`src/rtl/uart_frame_tx.sv`:
```
// 8N1 UART transmitter that sends one 8-byte LED-control frame per accepted request:
// 55 A5 time[31:24] time[23:16] time[15:8] time[7:0] pattern F0, LSB first.
module uart_frame_tx #(
  parameter int CLK_FREQ = 50000000,
  parameter int BAUD     = 115200,
  parameter int BAUD_DIV = CLK_FREQ / BAUD
) (
  input  logic        Clk,
  input  logic        Reset,
  input  logic        send,
  input  logic [31:0] time_val,
  input  logic [7:0]  pattern,
  output logic        uart_tx,
  output logic        busy,
  output logic        done
);

  localparam int CNT_W = (BAUD_DIV > 1) ? $clog2(BAUD_DIV) : 1;
  localparam logic [CNT_W-1:0] BAUD_LAST = CNT_W'(BAUD_DIV - 1);

  localparam logic [1:0] S_IDLE  = 2'd0;
  localparam logic [1:0] S_START = 2'd1;
  localparam logic [1:0] S_DATA  = 2'd2;
  localparam logic [1:0] S_STOP  = 2'd3;

  logic [1:0]       state;
  logic [CNT_W-1:0] baud_cnt;
  logic [2:0]       bit_cnt;
  logic [2:0]       byte_idx;
  logic [31:0]      time_r;
  logic [7:0]       pattern_r;
  logic [7:0]       cur_byte;
  logic [2:0]       nxt_bit;
  logic             baud_wrap;

  function automatic logic [7:0] frame_byte(input logic [2:0]  idx,
                                            input logic [31:0] t,
                                            input logic [7:0]  p);
    case (idx)
      3'd0:    frame_byte = 8'h55;
      3'd1:    frame_byte = 8'hA5;
      3'd2:    frame_byte = t[31:24];
      3'd3:    frame_byte = t[23:16];
      3'd4:    frame_byte = t[15:8];
      3'd5:    frame_byte = t[7:0];
      3'd6:    frame_byte = p;
      default: frame_byte = 8'hF0;
    endcase
  endfunction

  always_comb begin
    cur_byte  = frame_byte(byte_idx, time_r, pattern_r);
    nxt_bit   = bit_cnt + 3'd1;
    baud_wrap = (baud_cnt == BAUD_LAST);
  end

  // Captured fields are data only; they are never reset, just overwritten on acceptance.
  always_ff @(posedge Clk) begin
    if (state == S_IDLE && send && !Reset) begin
      time_r    <= time_val;
      pattern_r <= pattern;
    end
  end

  always_ff @(posedge Clk) begin
    if (Reset) begin
      state    <= S_IDLE;
      baud_cnt <= '0;
      bit_cnt  <= '0;
      byte_idx <= '0;
      uart_tx  <= 1'b1;
      busy     <= 1'b0;
      done     <= 1'b0;
    end else begin
      done <= 1'b0;
      if (state != S_IDLE)
        baud_cnt <= baud_wrap ? '0 : baud_cnt + 1'b1;
      case (state)
        S_IDLE: begin
          uart_tx <= 1'b1;
          busy    <= 1'b0;
          if (send) begin
            state    <= S_START;
            baud_cnt <= '0;
            byte_idx <= '0;
            uart_tx  <= 1'b0;
            busy     <= 1'b1;
          end
        end
        S_START: begin
          if (baud_wrap) begin
            state   <= S_DATA;
            bit_cnt <= '0;
            uart_tx <= cur_byte[0];
          end
        end
        S_DATA: begin
          if (baud_wrap) begin
            if (bit_cnt == 3'd7) begin
              state   <= S_STOP;
              uart_tx <= 1'b1;
            end else begin
              bit_cnt <= nxt_bit;
              uart_tx <= cur_byte[nxt_bit];
            end
          end
        end
        default: begin
          // Stop bit: chain straight into the next start bit, or close the frame.
          if (baud_wrap) begin
            if (byte_idx == 3'd7) begin
              state    <= S_IDLE;
              byte_idx <= '0;
              uart_tx  <= 1'b1;
              busy     <= 1'b0;
              done     <= 1'b1;
            end else begin
              state    <= S_START;
              byte_idx <= byte_idx + 3'd1;
              uart_tx  <= 1'b0;
            end
          end
        end
      endcase
    end
  end

endmodule

```
`config.mk`:
```
export PLATFORM = sky130hd
export DESIGN_NAME = uart_frame_tx
export DESIGN_NICKNAME = d
export VERILOG_FILES = /design/src/rtl/uart_frame_tx.sv
export SDC_FILE = /design/constraint.sdc
export NUM_CORES = 1
export LEC_CHECK = 0
export BUFFER_PORTS_ARGS = -buffer_cell sky130_fd_sc_hd__buf_4
export CORE_MARGIN = 2
export CORE_UTILIZATION = 34
export CTS_BUF_LIST = sky130_fd_sc_hd__clkbuf_4
export DETAILED_ROUTE_END_ITERATION = 7
export MAX_ROUTING_LAYER = met4
export SYNTH_ARGS = -nofsm -noshare
export SYNTH_HDL_FRONTEND = slang
export SYNTH_SLANG_ARGS = --single-unit
```
`constraint.sdc`:
```
create_clock -name Clk -period 3.8 [get_ports Clk]
set_clock_uncertainty 0.2 [all_clocks]
set_input_delay 0.19 -clock Clk [delete_from_list [all_inputs] [get_ports Clk]]
set_output_delay 0.19 -clock Clk [all_outputs]
set_load 0.02 [all_outputs]
```
==> summary.txt, run 1 <==
Global routing
  • Largest net degree at the start of global routing: 23
  • Initial antenna violation count: 0
  • Vias in the first global route: 2184
  • Global-route wire length before repair: 10900 microns
  • Total GRT Usage: 0.167
  • Global route total overflow: 0

Synthesis
  • Post-synthesis cell type count: 45
  • Sequential area share after synthesis: 0.581
  • Dominant synthesized flop cell: edfxtp_1
  • Yosys warnings: 0
  • Syn nets: 298
  • #FFs+latches synth: 60
  • Asr flop ratio synth: 0
  • Synthesized area: 2760 sq um
  • Syn_area_per_cell: 11.4 sq um
  • Mapped Cells: 241
  • Post-synth EDFFs: 40

Setup path
  • Slowest cell on crit path: dfxtp_1
  • CP top delay family: simple AND/OR/NAND/NOR gates
  • Crit path largest cell delay: 0.63 ns
  • Flop2flop setup slack: 1.18 ns
  • Buffers & Inverters on Critical Path: 1
  • CP max FO: 15
  • CP Data Arrival Time: 2.72 ns
  • CP Launch Type: register
  • Worst-path cell chain: inv_1, ha_1, or4_1, nand2_1, a211oi_1, o31ai_1, o211ai_1
  • Req. time, crit path: 3.91 ns
  • Critical Path End Type: register
  • Setup Crit Path Kind: reg -> reg

Detailed routing
  • DRC violations left: 0
  • Total length of routed wires: 6370 microns
  • Via/cell ratio: 5.16
  • Pre-antenna DRT Iters: 4
  • WL/cell: 14.6 microns
  • Initial DRC Count: 187
  • Routed Antenna Nets: 0
  • Vias post-DR: 2255

Clock tree
  • CTS H-tree lvls: 3
  • Deepest clock path buffer count: 2
  • Worst-skew pair later-pin latency: 0.42 ns
  • CTS sink cnt: 60
  • Post-CTS Hold Buffers: 42
  • Cts bufs inserted: 9
  • Post-CTS setup buffers: 0
  • Reg clk slew, reported paths: 0.11 ns
  • CTS Root Cell: clkbuf_4
  • Post-CTS resize count: 0
  • CTS tree: done

Timing
  • Final Hold Vio Count: 0
  • Fin crit share: 0.689
  • RSZ-0062 raised after global routing: false
  • Final setup viols: 0
  • Max Clock Freq: 0.382 GHz
  • Max Slew Vio Count: 0
  • Relative slew slack: 0.600
  • Worst slew pin tran: 0.599 ns
  • Post-route setup TNS: 0 ns
  • Min Clock Period, post-route: 2.62 ns
  • Final worst-path setup slack: 1.18 ns

Floorplanning
  • Die width: 94.0 microns
  • Boundary pin count: 46
  • Initial core utilization: 0.353
  • Core area: 7810 sq um
  • Die area: 8840 sq um
  • Die height: 94.0 microns
  • FP Rows: 32

Final layout
  • Ant. Diodes: 0
  • Most common cell after layout, fill and taps aside: buf_4
  • Most frequent cells in the layout: buf_4, dlygate4sd3_1, edfxtp_1, a21oi_1, dfxtp_1
  • Share of layout cells above drive strength 1: 0.200
  • P&R area growth vs syn: 38.3%
  • Nets: 387
  • Layout Utilization: 0.488

Power
  • VDD IR max: 0.218 mV
  • Power Density: 491 nW/um^2
  • Leak: 1.45 nW

Placed design
  • Post-detail-place hpwl: 4090 microns
  • GP Congestion: 0.784
  • PortBufs: 45
  • DP Worst Slack: 1.18 ns

Job
  • Max Cap Violations: 0

Hold path
  • Hold Path Class: in -> reg

Outcome
  • Status: completed
-- final timing paths --
kind	start	end	cells after the start
max reg2reg	byte_idx[2]	uart_tx	7
min reg2reg	baud_cnt[2]	baud_cnt[2]	2
max	byte_idx[2]	uart_tx	7
min	time_val[31]	time_r[31]	2
-- kinds of logic after synthesis --
| logic type | Yosys count | synth area share |
|---|---|---|
| fa+ha+maj | 14 | 0.0636 |
| simple gates | 72 | 0.138 |
| flops | 60 | 0.581 |
| mux | 3 | 0.0109 |
| buf+inv | 20 | 0.0286 |
| compound gates | 72 | 0.178 |
-- final cells by class --
cell class	instances	area (sq um)
well taps	102	128
clock buffers	10	75.1
multi-input cells	161	1080
fillers	703	4000
flip-flops and latches	60	1600
inverters	8	30.0
repair buffers	90	781
clock inverters	6	113
-- synthesized netlist by cell type, drive strengths merged (3+ instances only) --
master | count | area [sq um]
a21o | 3 | 22.5
a21oi | 23 | 115
a222oi | 6 | 60.1
a22oi | 3 | 22.5
and3 | 4 | 25.0
buf | 3 | 15.0
clkbuf | 9 | 33.8
dfxtp | 20 | 400
edfxtp | 40 | 1200
ha | 14 | 175
inv | 8 | 30.0
mux2i | 3 | 30.0
nand2 | 15 | 56.3
nand2b | 3 | 18.8
nand3 | 3 | 15.0
nand3b | 6 | 45.0
nand4 | 3 | 18.8
nor2 | 20 | 75.1
nor2b | 5 | 31.3
nor3b | 3 | 22.5
o21ai | 11 | 55.1
o31ai | 3 | 22.5
-- per-layer routing --
metal	GRT usage	vias up	wire length, microns
met1	0.219	1067	2890
met2	0.250	73	3050
met5	-	-	0
li1	-	1103	-
met3	0.0377	12	301
met4	0.0688	0	129
-- registers in the layout (all words and copies together) (netlist names) --
name       cells
done           1
state          2
busy           1
baud_cnt       9
pattern_r      8
time_r        32
bit_cnt        3
uart_tx        1
byte_idx       3
-- through the flow --
step,hold slack (ns),cells,total power (W),instance area [sq um]
2_1_floorplan,0.0889,241,0.00112,2760
3_3_place_gp,0.168,379,0.00126,3200
3_5_place_dp,0.169,379,0.00126,3200
4_1_cts,0.267,437,0.00188,3810
5_1_grt,0.272,437,0.00198,3810
6_report,0.285,437,0.00187,3810
-- power by group --
part | internal (W) | switching (W)
sequential | 0.000792 | 0.0000367
clock | 0.000342 | 0.000249
combinational | 0.000194 | 0.000260
total | 0.00133 | 0.000546
Note: power is estimated with default switching activity, not from simulation.
==> run 2, diff against run 1 <==
==> constraint.sdc (replaced) <==
create_clock -name Clk -period 2.1 [get_ports Clk]
set_clock_uncertainty 0.2 [all_clocks]
set_input_delay 0.105 -clock Clk [delete_from_list [all_inputs] [get_ports Clk]]
set_output_delay 0.105 -clock Clk [all_outputs]
set_load 0.02 [all_outputs]
==> summary.txt, run 2 (synthesized netlist as in run 1, its figures left out) <==
Hold path
  • Hold Path Class: in -> reg
  • Hold Crit Start: time_val[28]

Detailed routing
  • Total length of routed wires: 6980 microns (+9.5%)
  • Vias post-DR: 2316 (+2.7%)
  • Pre-antenna DRT Iters: 5 (+1)
  • Routed Antenna Nets: 0 (unchanged)
  • DRC violations left: 0 (unchanged)
  • WL/cell: 15.4 microns (+5.4%)
  • Via/cell ratio: 5.10 (-1.1%)
  • Initial DRC Count: 148 (-21%)

Timing
  • Final setup viols: 0 (unchanged)
  • Max Clock Freq: 0.479 GHz (+25%)
  • Max Slew Vio Count: 0 (unchanged)
  • Final Hold Vio Count: 0 (unchanged)
  • Relative slew slack: 0.715 (+0.115)
  • Worst slew pin tran: 0.417 ns (-0.182 ns)
  • Min Clock Period, post-route: 2.09 ns (-0.530 ns)
  • Post-route setup TNS: 0 ns (unchanged)
  • RSZ-0062 raised after global routing: true
  • Fin crit share: 0.994 (+0.305)
  • Final worst-path setup slack: 0.0132 ns (-1.17 ns)

Setup path
  • Critical R2R Launch: byte_idx[0]
  • CP max FO: 6 (-9)
  • Buffers & Inverters on Critical Path: 2 (+1)
  • Flop2flop setup slack: 0.01 ns (-1.17 ns)
  • CP top delay family: compound AO/OA/AOI/OAI gates
  • CP startpoint: byte_idx[0]
  • CP Data Arrival Time: 2.18 ns (-0.54 ns)
  • Slowest cell on crit path: dfxtp_2
  • CP Launch Type: register
  • Critical Path End Type: register
  • Worst-path cell chain: inv_1, ha_2, buf_4, a222oi_1, a21oi_1, o221ai_1, a41o_1, o211ai_1
  • Setup Crit Path Kind: reg -> reg
  • Crit path largest cell delay: 0.37 ns (-0.26 ns)
  • Req. time, crit path: 2.20 ns (-1.71 ns)

Clock tree
  • Deepest clock path buffer count: 2 (unchanged)
  • CTS tree: done
  • CTS Root Cell: clkbuf_4
  • CTS sink cnt: 60 (unchanged)
  • CTS H-tree lvls: 3 (unchanged)
  • Worst-skew pair later-pin latency: 0.41 ns (about the same)
  • Post-CTS setup buffers: 0 (unchanged)
  • Cts bufs inserted: 9 (unchanged)
  • Reg clk slew, reported paths: 0.12 ns (about the same)

Final layout
  • Reg area: 1610 sq um (+0.23%)
  • Area of the multi-input gates: 1110 sq um (+2.9%)
  • P&R area growth vs syn: 42.5%
  • Most common cell after layout, fill and taps aside: buf_4
  • Share of layout cells above drive strength 1: 0.278 (+0.0784)
  • Largest regs: time_r (32), baud_cnt (9), pattern_r (8)
  • Nets: 404 (+4.4%)
  • # fillers: 681 (-3.1%)
  • Design Area, Final: 3930 sq um (+3.0%)
  • Largest register FFs: 32 (unchanged)
  • Most flops, register: time_r
  • Most frequent cells in the layout: buf_4, dlygate4sd3_1, edfxtp_1, a21oi_1, nor2_1
  • Ant. Diodes: 0 (unchanged)

Job
  • Max Cap Violations: 0 (unchanged)

Power
  • Sw Pwr: 0.00106 W (+95%)
  • VDD IR max: 0.416 mV (+90%)
  • Switching share of power: 0.336 (+0.0449)
  • Power Total: 0.00316 W (+69%)
  • Leak: 1.51 nW (+4.1%)
  • Gate power share: 0.287 (+0.045)
  • Power Density: 806 nW/um^2 (+64%)
  • Internal: 0.00210 W (+58%)
  • Seq pwr share: 0.477 (+0.035)
  • Clock power share: 0.236 (-0.080)

Global routing
  • Total GRT Usage: 0.180 (+0.0138)
  • Largest net degree at the start of global routing: 41 (+78%)
  • Global-route wire length before repair: 11600 microns (+6.8%)
  • Initial antenna violation count: 0 (unchanged)
  • Vias in the first global route: 2360 (+8.1%)
  • Global route total overflow: 0 (unchanged)

Placed design
  • Post-detail-place hpwl: 4440 microns (+8.6%)
  • GP Congestion: 0.868 (+11%)
  • Placed inst area: 3340 sq um (+4.4%)
  • PortBufs: 45 (unchanged)
  • DP Worst Slack: -0.0785 ns (-1.26 ns)

Floorplanning
  • Core area: 7810 sq um (unchanged)
  • Boundary pin count: 46 (unchanged)
  • Initial core utilization: 0.353 (unchanged)
  • FP Rows: 32 (unchanged)
  • Die area: 8840 sq um (unchanged)
  • Die width: 94.0 microns (unchanged)
  • Die height: 94.0 microns (unchanged)

Outcome
  • Status: completed
==> run 2: cell count changes in the layout (fill, tap and decap cells not counted), moves of 3 or more <==
| cell | change |
|---|---|
| buf_4 | +15 |
| ha_1 | -5 |
| ha_2 | +5 |
| inv_6 | +4 |
| bufinv_16 | -3 |
| dfxtp_1 | -3 |
| dfxtp_2 | +3 |
==> run 2: final timing paths <==
path                               endpoint  cells after the start
worst max-delay path                uart_tx                      8
worst min-delay path             time_r[28]                      2
worst max register to register      uart_tx                      8
worst min register to register  byte_idx[0]                      2
==> run 2: power groups by stage <==
stage | sequential, W | combinational, W | clock [W]
detailed placement | 0.00153 | 0.000797 | 0
CTS | 0.00151 | 0.000864 | 0.000772
floorplan | 0.00153 | 0.000508 | 0
global placement | 0.00153 | 0.000787 | 0
global route | 0.00153 | 0.00102 | 0.000832
finish | 0.00151 | 0.000909 | 0.000746
==> run 2: area by class of cell <==
cell class,count,area share
multi-input combinational,161,0.284
clock inverter,7,0.0143
timing repair buffer,107,0.236
sequential,60,0.409
tap,102,0.0325
inverter,8,0.00765
clock buffer,9,0.0172
==> run 2: routing by layer <==
metal | GRT usage | part of all wire | routed length, microns
met3 | 0.0546 | 0.056 | 390
met5 | - | 0 | 0
met2 | 0.289 | 0.50 | 3510
met4 | 0.0628 | 0.014 | 99
met1 | 0.217 | 0.43 | 2980
==> run 2: metrics by stage <==
stage          hold slack [ns]  utilization  cells
3_3_place_gp            0.0831        0.428    395
2_1_floorplan          0.00387            -    241
3_5_place_dp            0.0844        0.428    395
6_report                 0.197        0.503    454
4_1_cts                  0.164        0.499    453
5_1_grt                  0.158        0.503    454
==> run 2: repair_timing <==
item / 4_1_cts / 5_1_grt
setup endpoints to repair: 1 / 8
pin swaps: 0 / 2
gates cloned: 0 / 1
resized for setup: 3 / 7
hold endpoints to repair: 60 / 0
hold buffers: 42 / 0
